<file path="src/rtl/inst_mem_port_arbiter.sv">
// Shares one CORE_DATA_INF memory port between NUM_PORTS requesters.
// Round-robin or fixed priority, stall lock, in-order response routing.
module inst_mem_port_arbiter #(
  parameter int NUM_PORTS       = 2,
  parameter int ADDR_WIDTH      = 32,
  parameter int DATA_WIDTH      = 32,
  parameter int MAX_OUTSTANDING = 2,
  parameter int ARB_MODE        = 0
) (
  input  logic                              clk_i,
  input  logic                              rst_ni,
  input  logic [NUM_PORTS-1:0]              req_i,
  output logic [NUM_PORTS-1:0]              gnt_o,
  input  logic [NUM_PORTS*ADDR_WIDTH-1:0]   addr_i,
  input  logic [NUM_PORTS-1:0]              we_i,
  input  logic [NUM_PORTS*DATA_WIDTH/8-1:0] be_i,
  input  logic [NUM_PORTS*DATA_WIDTH-1:0]   wdata_i,
  output logic [NUM_PORTS-1:0]              rvalid_o,
  output logic [DATA_WIDTH-1:0]             rdata_o,
  output logic                              mem_req_o,
  input  logic                              mem_gnt_i,
  output logic [ADDR_WIDTH-1:0]             mem_addr_o,
  output logic                              mem_we_o,
  output logic [DATA_WIDTH/8-1:0]           mem_be_o,
  output logic [DATA_WIDTH-1:0]             mem_wdata_o,
  input  logic                              mem_rvalid_i,
  input  logic [DATA_WIDTH-1:0]             mem_rdata_i,
  output logic                              unexp_rvalid_o
);

  localparam int IW = (NUM_PORTS > 1) ? $clog2(NUM_PORTS) : 1;
  localparam int PW = (MAX_OUTSTANDING > 1) ? $clog2(MAX_OUTSTANDING) : 1;
  localparam int CW = $clog2(MAX_OUTSTANDING + 1);
  localparam int BW = DATA_WIDTH / 8;

  logic [IW-1:0]          r_ptr;
  logic                   r_lock;
  logic [IW-1:0]          r_lock_idx;
  logic [IW-1:0]          r_fifo [MAX_OUTSTANDING];
  logic [PW-1:0]          r_wr;
  logic [PW-1:0]          r_rd;
  logic [CW-1:0]          r_count;

  logic [2*NUM_PORTS-1:0] w_dbl;
  logic [NUM_PORTS-1:0]   w_rot;
  logic [IW-1:0]          w_rr_idx;
  logic [IW-1:0]          w_fp_idx;
  logic [IW-1:0]          w_win;
  logic                   w_full;
  logic                   w_empty;
  logic                   w_hs;
  logic                   w_pop;

  function automatic logic [PW-1:0] f_inc(input logic [PW-1:0] p);
    return (p == PW'(MAX_OUTSTANDING - 1)) ? '0 : p + PW'(1);
  endfunction

  // rotate so that bit 0 of w_rot is the port at the pointer
  always_comb begin
    w_dbl    = {req_i, req_i};
    w_rot    = NUM_PORTS'(w_dbl >> r_ptr);
    w_rr_idx = r_ptr;
    w_fp_idx = '0;
    for (int k = NUM_PORTS - 1; k >= 0; k--) begin
      if (w_rot[k]) w_rr_idx = IW'((int'(r_ptr) + k) % NUM_PORTS);
      if (req_i[k]) w_fp_idx = IW'(k);
    end
  end

  assign w_win   = r_lock ? r_lock_idx :
                   (ARB_MODE == 1) ? w_fp_idx : w_rr_idx;
  assign w_full  = (r_count == CW'(MAX_OUTSTANDING));
  assign w_empty = (r_count == '0);

  assign mem_req_o      = !w_full && (r_lock || |req_i);
  assign w_hs           = mem_req_o && mem_gnt_i;
  assign w_pop          = mem_rvalid_i && !w_empty;
  assign unexp_rvalid_o = mem_rvalid_i && w_empty;
  assign rdata_o        = mem_rdata_i;

  always_comb begin
    mem_addr_o  = '0;
    mem_we_o    = 1'b0;
    mem_be_o    = '0;
    mem_wdata_o = '0;
    gnt_o       = '0;
    rvalid_o    = '0;
    for (int i = 0; i < NUM_PORTS; i++) begin
      if (w_win == IW'(i)) begin
        mem_addr_o  = addr_i[i*ADDR_WIDTH +: ADDR_WIDTH];
        mem_we_o    = we_i[i];
        mem_be_o    = be_i[i*BW +: BW];
        mem_wdata_o = wdata_i[i*DATA_WIDTH +: DATA_WIDTH];
      end
      gnt_o[i]    = w_hs && (w_win == IW'(i));
      rvalid_o[i] = w_pop && (r_fifo[r_rd] == IW'(i));
    end
  end

  always_ff @(posedge clk_i or negedge rst_ni) begin
    if (!rst_ni) begin
      r_ptr      <= '0;
      r_lock     <= 1'b0;
      r_lock_idx <= '0;
      r_wr       <= '0;
      r_rd       <= '0;
      r_count    <= '0;
    end else begin
      if (w_hs) begin
        r_lock <= 1'b0;
        if (ARB_MODE == 0)
          r_ptr <= IW'((int'(w_win) + 1) % NUM_PORTS);
      end else if (mem_req_o) begin
        r_lock     <= 1'b1;
        r_lock_idx <= w_win;
      end
      if (w_hs)  r_wr <= f_inc(r_wr);
      if (w_pop) r_rd <= f_inc(r_rd);
      if (w_hs && !w_pop)
        r_count <= r_count + CW'(1);
      else if (!w_hs && w_pop)
        r_count <= r_count - CW'(1);
    end
  end

  always_ff @(posedge clk_i or negedge rst_ni) begin
    if (!rst_ni) begin
      for (int i = 0; i < MAX_OUTSTANDING; i++)
        r_fifo[i] <= '0;
    end else if (w_hs) begin
      r_fifo[r_wr] <= w_win;
    end
  end

  a_params: assert property (@(posedge clk_i) disable iff (!rst_ni)
    NUM_PORTS >= 2 && NUM_PORTS <= 8 &&
    MAX_OUTSTANDING >= 1 && MAX_OUTSTANDING <= 8);
  a_gnt_oh: assert property (@(posedge clk_i) disable iff (!rst_ni)
    $onehot0(gnt_o));
  a_rv_oh: assert property (@(posedge clk_i) disable iff (!rst_ni)
    $onehot0(rvalid_o));
  a_no_push_full: assert property (@(posedge clk_i) disable iff (!rst_ni)
    !(w_hs && w_full));
  a_lock_req: assert property (@(posedge clk_i) disable iff (!rst_ni)
    r_lock |-> |(req_i & (NUM_PORTS'(1) << r_lock_idx)));

endmodule

</file>
<file path="config.mk">
export PLATFORM = sky130hd
export DESIGN_NAME = inst_mem_port_arbiter
export DESIGN_NICKNAME = d
export VERILOG_FILES = /design/src/rtl/inst_mem_port_arbiter.sv
export SDC_FILE = /design/constraint.sdc
export NUM_CORES = 1
export LEC_CHECK = 0
export CORE_AREA = 2 2 109 111
export CTS_BUF_LIST = sky130_fd_sc_hd__clkbuf_2 sky130_fd_sc_hd__clkbuf_4 sky130_fd_sc_hd__clkbuf_8
export CTS_CLUSTER_DIAMETER = 80
export DETAILED_ROUTE_END_ITERATION = 16
export DIE_AREA = 0 0 111 113
export GPL_ROUTABILITY_DRIVEN = 0
export HOLD_SLACK_MARGIN = 0.08
export SKIP_CTS_REPAIR_TIMING = 1
export SLEW_MARGIN = 40
export SYNTH_ARGS = -nofsm -noshare
export SYNTH_HDL_FRONTEND = slang
export SYNTH_SLANG_ARGS = --single-unit
</file>
<file path="constraint.sdc">
create_clock -name clk_i -period 2 [get_ports clk_i]
set_input_delay 0.5 -clock clk_i [delete_from_list [all_inputs] [get_ports clk_i]]
set_output_delay 0.5 -clock clk_i [all_outputs]
set_load 0.005 [all_outputs]
</file>
# After elaboration in Yosys (flattened, before gate mapping)
# Cells that the tools add are included.
classes:
  n_mux: 19
  shifts: 1
  n_reduce_logical: 21
  bitwise: 5
  n_eq_ne: 1
  add_sub_neg: 6
  magnitude_cmp: 3
op_table:
  columns: ["operator", "count"]
  rows:
  - ["32-bit two-way mux", 2]
  - ["1-bit two-way mux", 12]
  - ["1-bit logical AND", 11]
  - ["1-bit adder (second input constant)", 4]
  - ["2-bit greater-or-equal comparator (second input constant)", 2]
  - ["1-bit logical NOT", 4]
  - ["2-bit two-way mux", 2]
  - ["4-bit two-way mux", 1]
  - ["1-bit NOT with 2-bit output", 2]
  - ["2-bit nonzero test", 2]
  - ["4-bit by 1-bit >> shifter with 2-bit output", 1]
  - ["1-bit NOT", 3]
  - ["2-bit by 1-bit adder with 2-bit output (second input constant)", 1]
  - ["2-bit bitwise mux", 1]
  - ["2-bit equality test (second input constant)", 1]
  - ["2-bit logical NOT", 1]
  - ["2-bit by 1-bit less-than comparator with 1-bit output (second input constant)", 1]
  - ["2-bit AND reduction", 1]
  - ["2-bit OR reduction", 1]
  - ["2-bit by 1-bit subtractor with 2-bit output (second input constant)", 1]
  - ["1-bit demux with 1-bit select", 1]
  - ["1-bit logical OR", 1]
word_totals:
  regBits: 9
  out_inout_bits: 107
  wordCells: 64
  inputBits: 176

# Depth between registers and ports, before layout
depth:
  ltp_word: 8
  ltp_mapped: 8
  depth_no_buf: 7

# Least setup slack after synthesis
# Ideal clock, no wire load.
synth_timing:
  path_kind: "input to output"
  startpoint: "in req_i[0]"
  endpoint: "out mem_wdata_o[24]"
  path_buffers: 2
  arrival_ns: 1.504
  required_time_ns: 1.500
  path_stages: 6
  setup_slack_ns: -0.004
  path_cell_list: "inv_1 -> a21oi_1 -> o31a_1 -> buf_6 -> buf_6 -> mux2_4"
synth_via:
  elab_chain_len: 5
synth_rtl:
  columns: ["element", "line_no", "rtl"]
  rows:
  - ["start, declared", "12", "input logic [NUM_PORTS-1:0] req_i,"]
  - ["4-bit by 1-bit >> shifter with 2-bit output *", "61", "w_rot = NUM_PORTS'(w_dbl >> r_ptr);"]
  - ["1-bit two-way mux", "65", "if (w_rot[k]) w_rr_idx = IW'((int'(r_ptr) + k) % NUM_PORTS);"]
  - ["1-bit two-way mux *", "65", null]
  - ["1-bit two-way mux *", "70", "assign w_win = r_lock ? r_lock_idx :"]
  - ["32-bit two-way mux *", "89", "if (w_win == IW'(i)) begin"]
  - ["end, declared", "25", "output logic [DATA_WIDTH-1:0] mem_wdata_o,"]
# Every way passes the cells marked *; elsewhere a longest branch is shown, timed or not.

# Final worst setup path
layout_timing:
  startpoint: "in req_i[0]"
  endpoint: "out mem_wdata_o[28]"
# The elaborated chain is that of the path after synthesis.

==> reports/metrics.cfg <==
[route]
ant_nets = 0
drtIter0Drc = 25
drc_errors = 0
route.vias.total = 2149
viasPerCell = 3.87
drt-total-wl_um = 9190
wire_per_inst_um = 16.5
drt_pass1_iterations = 3

[yosys]
synth-simple-area-share_pct = 3.92
synth_nets = 331
synth_area_per_cell_um2 = 12.0
synth_top_area_share_pct = 53.5
synthFlopType = dfrtp_1
synth_cell_types = 24
synth_compound_area_share_pct = 3.71
synth_fa_ha_area_share_pct = 0.675
synth.area.mux_share_pct = 55.8
syn_area_mm2 = 0.00185
ys_ff_latch = 9
yosys_warnings = 0
synthCells = 154
synth_top_family_by_area = multiplexers
synth-edff-count = 0
synth_most_common_cell = mux2_4
yosys-top-cells-area = mux2_4 (53%), buf_4 (13%), dfrtp_1 (12%), buf_12 (6.5%), mux2_2 (1.8%)
synth_commonest_cells = mux2_4 (66), buf_4 (32), dfrtp_1 (9), nor2_1 (7), buf_12 (6)
synth_xor_area_share_pct = 2.36
ys_seq_area_share_pct = 12.2
synthArstFlopShare_pct = 100
yosysTopAreaCell = mux2_4

[global_routing]
track_usage_pct = 10.7
grt_pass1_wl_um = 10800
met1_usage_pct = 12.4
gr-usage-met3_pct = 4.18
antenna_found_initial = 0
grt_max_degree = 38
grt_use_met2_pct = 19.6
busiest_layer = met2
grt_overflow = 0
grt_pass1_vias = 1930

[worst_setup_path]
crit_chain = buf_8 -> inv_8 -> a21oi_4 -> o31a_4 -> clkbuf_16 -> buf_12 -> buf_6 -> mux2_4 -> buf_6
critical_path_class = input pin to output port
max_stage_delay_ns = 0.45
crit_slowest_cell = o31a_4
end_kind = output port
path_max_fanout = 8
crit_required_ns = 1.50
cp-start-kind = input pin
cpMostUsedCell = buf_6
worstPathArrival_ns = 2.01

[power]
leakage_uw = 0.00230
p_per_area_mw_per_mm2 = 1370
ir_drop_uv = 637

[status]
violations = negative setup slack
status = finished with violations

[clocking]
clock_sinks = 9
cts_max_path_buffers = 2
path_clk_slew_ns = 0.04
cts_tree = yes
cts_root_buf = clkbuf_8
clk_latency_ns = 0.23
htreeDepth = 1
cts_inserted_buffers = 3

[floorplan]
ios = 283
placementRows = 39
die_h_um = 113
initial_core_util_pct = 16.4
die-area_mm2 = 0.0125
fp.dieW_um = 111
core_mm2 = 0.0113

[placement]
dpl_cell_area_mm2 = 0.00397
post-dp-hpwl_um = 6580
dp_slack_ns = -1.05
io_buffers = 218
dp.cells = 490

[min_path]
hold_path_class = register to register

[timing]
setup_viol_count_final = 73
hold_violations = 0
rsz0062_at_grt = true
clock_skew_ns = 0.000698
tightest_slew_ns = 0.414
drv_slew = 0
period_needed_ns = 2.51
fmax_mhz = 399
tns_ns = -25.09
fin_crit_sh_pct = 125
relSlewSlack_pct = 72.3
worst_slack_ns = -0.509

[layout]
nets = 591
drive_gt1_share_pct = 56.4
fin_area_mm2 = 0.00469
final_util_pct = 41.6
diodes = 0
layout.cells.non_filler = 556
syn_to_final_growth_pct = 153
fillers = 1097

[flow_run]
maxCapViolCount = 0

stage by stage:
stage	hold slack [ns]	total power, uW
after detailed placement	0.475	4200
final	0.531	6410
after floorplan	0.204	2710
after CTS	0.485	4430
after global routing	0.569	6770
after global placement	0.470	4160
where the power goes:
part | switching, uW | total (uW) | internal (uW)
clock network | 68.1 | 220 | 152
registers | 78.2 | 360 | 281
logic | 1850 | 5830 | 3980
total | 1990 | 6410 | 4410
kinds of logic after synthesis:
| group | after synthesis |
|---|---|
| adder cells (fa/ha/maj) | 1 |
| AND/OR/NAND/NOR | 15 |
| AO/OA/AOI/OAI | 11 |
| buffers and inverters | 43 |
| flip-flops | 9 |
| XOR/XNOR | 5 |
| multiplexers | 70 |
worst paths after layout:
path / start / to / slack [ns] / cells after the start
setup / recovery: req_i[0] / mem_wdata_o[28] / -0.51 / 9
hold / removal: r_fifo[1]$_DFFE_PN0P_ / r_fifo[1]$_DFFE_PN0P_ / 0.53 / 2
setup reg to reg: r_lock$_DFFE_PN0P_ / r_count[1]$_DFFE_PN0P_ / -0.07 / 9
hold reg to reg: r_fifo[1]$_DFFE_PN0P_ / r_fifo[1]$_DFFE_PN0P_ / 0.53 / 2
max in group asynchronous: rst_ni / r_lock$_DFFE_PN0P_ / 1.11 / 1
min in group asynchronous: rst_ni / r_count[1]$_DFFE_PN0P_ / 0.57 / 1
final cells by class:
| cell class | instances | area, um^2 | share of cell area (%) |
|---|---|---|---|
| sequential | 9 | 226 | 4.83 |
| multi-input combinational | 103 | 1300 | 27.7 |
| timing repair buffer | 295 | 2920 | 62.3 |
| clock buffer | 4 | 48.8 | 1.04 |
| tap | 143 | 179 | 3.81 |
| inverter | 2 | 15.0 | 0.320 |
per-layer routing:
layer | up-vias | part of all wire (%)
met1 | 979 | 39
met3 | 2 | 8.1
met5 | - | 0
li1 | 1034 | -
met4 | 0 | 0.29
met2 | 134 | 53
cells in the final DEF, fill, tap and decap left out, types with 3 or more instances in the layout:
cell,n
clkdlybuf4s50_1,141
mux2_4,66
buf_6,63
clkbuf_2,43
buf_4,26
dfrtp_1,8
clkbuf_16,6
nor2_1,5
buf_12,5
buf_8,5
dlymetal6s2s_1,5
mux2_2,3
xnor2_1,3
clkbuf_8,3
state kept, by name, summed over array words and instances, names as in the netlist:
register,cells
r_lock,1
r_ptr,1
r_wr,1
r_count,2
r_fifo,2
r_lock_idx,1
r_rd,1
worst max-delay path: cells and delay by family:
kind | cells | cell delay (ns)
mux | 1 | 0.29
compound gates | 2 | 0.51
buf+inv | 6 | 0.71
Power figures use the tool's default switching activity.
==> patch 1 (config.mk and constraints unchanged) <==
Set the parameter `ADDR_WIDTH` to 16 (it was 32).
--- a/src/rtl/inst_mem_port_arbiter.sv
+++ b/src/rtl/inst_mem_port_arbiter.sv
@@ -4,3 +4,3 @@
   parameter int NUM_PORTS       = 2,
-  parameter int ADDR_WIDTH      = 32,
+  parameter int ADDR_WIDTH      = 16,
   parameter int DATA_WIDTH      = 32,
Ports: changed (resized addr_i and mem_addr_o); port bits go from 283 to 235. No check against the original RTL was run, so the function may have changed too.
==> patch 1 against the original RTL <==
Routed wire length shrank 37%; highest routed layer unchanged; via count decreased by 23%; total power decreased by 37%; area after synthesis is 23% lower; critical path depth is the same; the flow still finishes with violations (negative setup slack); sequential cell count did not move; setup slack better by 0.11 ns; final area is 29% lower; largest cell class unchanged; largest power group unchanged.
==> patch 1: results (changes against the original RTL) <==
Parameter                              Value

Outcome
  Outcome    finished with violations
  Violated checks    negative setup slack

Hold path
  Start point of the worst hold path    r_rd

GRT
  Wire length of the first global-routing pass    7976 microns (-26%)
  GRT Overall Usage    7.641% (-3.1 points)
  Largest net degree at the start of global routing    31 (-18%)

Setup path
  RR Endpoint    r_count[1]
  Maximum net fanout on the critical path    5 (-3)
  Internal reg-to-reg setup slack    0.09 ns (+0.16 ns)
  Number of cells traversed by the worst register-to-register path    8 (-1)
  Endpoint arrival time on the critical path    1.90 ns (-0.11 ns)
  Worst Setup EP    mem_addr_o[0]

Yosys
  Xor/xnor share of the synthesized area    3.059% (+0.70 points)
  Netlist cell types    24 (unchanged)
  Share of the yosys chip area belonging to registers    15.73% (+3.6 points)
  Top cells by instance count after synthesis    33 x buf_4, 27 x mux2_2, 26 x mux2_4, 9 x dfrtp_1, 7 x nor2_1
  Ranking of synthesized cells by area    mux2_4 27%, mux2_2 21%, buf_4 17%, dfrtp_1 16%, buf_6 2.4%
  Post-synthesis compound-gate area fraction    4.808% (+1.1 points)
  Multiplexer fraction of the synthesized cell area    49.21% (-6.6 points)
  Post-synth net total    281 (-15%)
  Synthesis Warnings    0 (unchanged)
  Synth Area in Adders    0.8741% (+0.20 points)
  Dominant cell by count in the synthesized netlist    buf_4
  Async SR Flop Fraction    100.0% (unchanged)

Timing
  Final setup viols    55 (-25%)
  Final number of max-transition violations    0 (unchanged)
  Post-route worst setup slack    -0.4005 ns (+0.1088 ns)
  Slew @ Worst Pin    0.3976 ns (-0.01595 ns)
  Worst clock skew    0.002982 ns (+0.002285 ns)

Layout
  Number of antenna cells inserted    0 (unchanged)
  Largest registers    r_count (2), r_fifo (2)
  Proportion of layout cells with a drive suffix above 1    50.00% (-6.4 points)
  Final Net Count    454 (-23%)
  Fill cell total of the finished layout    1168 (+6.5%)

Detailed routing
  Drt initial violations    29 (+16%)
  Wire length per cell    12.91 microns (-22%)
  Number of search-and-repair iterations in the first detailed-routing pass    4 (+1)
  DR vias    1659 (-23%)

Power and ir drop
  Maximum vdd ir drop    0.4440 mV (-30%)
  Lkg Pwr    1.600 nW (-31%)

Placement
  Post-Place Cell Area    3139 sq um (-21%)
  Quantity of I/O buffers inserted on ports    170 (-22%)
  DP HPWL    4375 microns (-34%)

CTS
  Deepest clock path buffer count    2 (unchanged)
  Worst-Skew Late Latency    0.23 ns (about the same)
patch 1: changes by cell type after synthesis:
cell | before | now
buf_12 | 6 | 0
buf_4 | 32 | 33
o21ai_0 | 3 | 2
o21ai_1 | 0 | 1
buf_6 | 2 | 3
mux2_4 | 66 | 26
mux2_2 | 3 | 27
buf_2 | 1 | 3
patch 1: cell type report:
cell class | count | area share, %
Inverter | 2 | 0.2987
Multi-Input combinational cell | 86 | 27.86
Clock buffer | 4 | 1.456
Timing Repair Buffer | 207 | 58.33
Tap cell | 143 | 5.340
Sequential cell | 9 | 6.721
patch 1: cells by family (layout without fill, tap and decap cells):
kind of cell	after synthesis	after routing
simple gates	15	15
xor+xnor	5	5
mux	54	54
fa+ha+maj	1	1
flops	9	9
compound gates	11	11
buf+inv	41	213
patch 1: metrics by stage:
| stage | std cells | setup slack, ns | setup TNS [ns] | util, % | power [mW] |
|---|---|---|---|---|---|
| after global placement | 423 | -0.9497 | -51.58 | 27.85 | 3.206 |
| after CTS | 427 | -0.9951 | -53.66 | 28.28 | 3.491 |
| after global routing | 451 | -0.4367 | -18.84 | 29.73 | 4.310 |
| final | 451 | -0.4005 | -16.50 | 29.73 | 4.010 |
| after detailed placement | 423 | -0.9870 | -53.71 | 27.85 | 3.239 |
| after floorplan | 136 | 0.01775 | 0 | - | 1.869 |
patch 1: worst min-delay path by stage:
stage                  to  slack, ns  depth (start not counted)
2_1_floorplan  r_count[0]       0.20                          0
3_3_place_gp        r_ptr       0.48                          2
3_5_place_dp        r_ptr       0.48                          2
4_1_cts         r_fifo[1]       0.49                          2
5_1_grt              r_rd       0.51                          1
6_report             r_rd       0.49                          1
patch 1: critical path, stage by stage:
cell	delay, ns
buf_8	0.10
inv_4	0.04
a21oi_2	0.06
o31a_2	0.37
buf_12	0.15
clkbuf_16	0.15
buf_6	0.12
mux2_4	0.29
buf_6	0.12
patch 1: per-layer routing:
layer / global-route usage [%] / share of wire, % / vias to the layer above
li1: - / - / 790
met1: 8.706 / 38 / 763
met2: 13.74 / 52 / 99
met3: 2.250 / 8.4 / 7
met4: 2.500 / 1.4 / 0
met5: 0 / 0 / -
patch 1: report_power, final:
group / internal, mW / leakage (nW) / total (mW) / switching [mW]
logic: 2.28 / 1.47 / 3.44 / 1.16
clock network: 0.152 / 0.0262 / 0.220 / 0.0684
registers: 0.279 / 0.106 / 0.351 / 0.0714
==> patch 2 (same settings) <==
Made on the original files. Reset style: synchronous (`rst_ni`), changed in 2 clocked blocks.
--- a/src/rtl/inst_mem_port_arbiter.sv
+++ b/src/rtl/inst_mem_port_arbiter.sv
@@ -99,3 +99,3 @@
 
-  always_ff @(posedge clk_i or negedge rst_ni) begin
+  always_ff @(posedge clk_i) begin
     if (!rst_ni) begin
@@ -125,3 +125,3 @@
 
-  always_ff @(posedge clk_i or negedge rst_ni) begin
+  always_ff @(posedge clk_i) begin
     if (!rst_ni) begin
Behaviour: differs if rst_ni is asserted again (counterexample within 4 cycles, from zero or initial values and one cycle with rst_ni low); with rst_ni held inactive, the same outputs for 4 cycles.
==> patch 2 against the original RTL <==
The flow still finishes with violations (negative setup slack); cell count shrank 5.9%; final area shrank 9.9%; area after synthesis shrank 16%; first-iteration DRC count grew 32%; maximum frequency shrank 0.89%; setup slack lost 0.023 ns; clock skew is essentially flat; routed wire length shrank 18%; global-route usage shrank 0.91 points; critical path type unchanged; sequential cell count grew 1.
Power is not compared: it rests on default switching activity, and its combinational part moved more than twofold at a synthesized area within 25%.
==> patch 2: results (changes against the original RTL) <==
Parameter                              Value

Layout
  Final cell count without fillers    523 (-5.9%)
  Number of antenna cells inserted    0 (unchanged)
  Largest registers    r_count (2), r_fifo (2)
  Final Net Count    559 (-5.4%)
  Proportion of layout cells with a drive suffix above 1    51.58% (-4.8 points)

Power and ir drop
  Lkg Pwr    2.067 nW

Run
  Number of violations of the max-capacitance limit    0 (unchanged)

Yosys
  Top cells by instance count after synthesis    44 x mux2_1, 34 x buf_4, 25 x mux2_2, 10 x dfxtp_1, 7 x nor2_1
  Synth Area in Adders    1.522% (+0.85 points)
  Post-synthesis compound-gate area fraction    4.647% (+0.93 points)
  Post-synth net total    335 (+1.2%)
  Share of the yosys chip area belonging to registers    12.82% (+0.67 points)
  Synthesis Warnings    0 (unchanged)
  Most area-hungry cell type in the Yosys netlist    mux2_1
  Number of standard cells after synthesis    158 (+2.6%)
  Netlist cell types    27 (+13%)
  Async SR Flop Fraction    0% (-100 points)
  Xor/xnor share of the synthesized area    2.244% (-0.12 points)
  Ranking of synthesized cells by area    mux2_1 32%, mux2_2 18%, buf_4 16%, dfxtp_1 13%, buf_6 4.3%
  Multiplexer fraction of the synthesized cell area    51.84% (-4.0 points)
  Most instantiated flip-flop cell in the synthesis netlist    dfxtp_1

GRT
  Wire length of the first global-routing pass    10180 microns (-5.3%)
  Largest net degree at the start of global routing    21 (-45%)
  GRT Overall Usage    9.824% (-0.91 points)
  Via count of the first global-routing pass    2069 (+7.2%)
  Antenna violations before repair    0 (unchanged)

Timing
  Slew @ Worst Pin    0.2724 ns (-0.1412 ns)
  Final setup viols    73 (unchanged)
  Setup Total Neg Slack    -32.57 ns (-7.477 ns)
  Worst clock skew    0.001095 ns (+0.0003979 ns)
  Post-route worst setup slack    -0.5319 ns (-0.02260 ns)
  Final number of max-transition violations    0 (unchanged)

CTS
  Clk root buf    clkbuf_8
  Clock-pin transition on the worst setup and hold timing paths    0.05 ns
  H-Tree Depth    1 (unchanged)
  Worst-Skew Late Latency    0.23 ns (about the same)
  Deepest clock path buffer count    2 (unchanged)

Placement
  Quantity of I/O buffers inserted on ports    218 (unchanged)
  Post-Place Worst Slack    -1.269 ns (-0.2181 ns)
  Count of placed standard cells including taps    498 (+1.6%)
  DP HPWL    5898 microns (-10%)

Detailed routing
  Number of search-and-repair iterations in the first detailed-routing pass    3 (unchanged)
  Wire length per cell    14.43 microns (-13%)
  Drt initial violations    33 (+32%)
  Vias per Instance    4.000 (+3.5%)

Outcome
  Violated checks    negative setup slack
  Outcome    finished with violations

Setup path
  Maximum net fanout on the critical path    5 (-3)
  CP max stage delay    0.31 ns (-0.14 ns)
  Endpoint arrival time on the critical path    2.03 ns (+0.02 ns)
  Worst path slowest cell    maj3_2

Hold path
  Hold/Removal Path Class    flop to flop
[patch 2: cell families after synthesis]
family,Yosys count
buf+inv,44
xor+xnor,4
flops,10
compound gates,11
simple gates,16
mux,71
fa+ha+maj,2
[patch 2: area by class of cell]
class	instances	area, sq um
Inverter	4	22.52
Fill cell	1138	7043
Tap cell	143	178.9
Timing Repair Buffer	259	2482
Sequential cell	10	200.2
Multi-Input combinational cell	104	1304
Clock buffer	3	41.29
[patch 2: final timing paths]
kind / startpoint / end / slack, ns / cells after the start
max: req_i[0] / mem_wdata_o[17] / -0.53 / 10
min: r_rd / flop / 0.50 / 2
max reg2reg: r_lock / r_count[1] / -0.08 / 8
min reg2reg: r_rd / flop / 0.50 / 2
[patch 2: critical path: cells and delay by family]
family                     cells  cell delay, ns
buffers and inverters          7            0.73
muxes                          2            0.47
adders and majority gates      1            0.31
[patch 2: routing by layer]
| metal | wire [microns] | up-vias | track usage, % |
|---|---|---|---|
| met5 | 0 | - | 0 |
| met3 | 827 | 8 | 4.392 |
| met2 | 3737 | 169 | 17.59 |
| met1 | 2897 | 937 | 10.85 |
| met4 | 83 | 0 | 1.917 |
| li1 | - | 978 | - |
[patch 2: through the flow]
stage	area [sq um]	power [mW]
6_report	4229	2.672
4_1_cts	3999	2.370
5_1_grt	4229	2.838
2_1_floorplan	1754	1.197
3_3_place_gp	3958	2.128
3_5_place_dp	3958	2.155
[patch 2: where the power goes]
group          internal (mW)  switching (mW)
Combinational           1.47           0.693
Sequential             0.255          0.0459
Clock                  0.132          0.0759
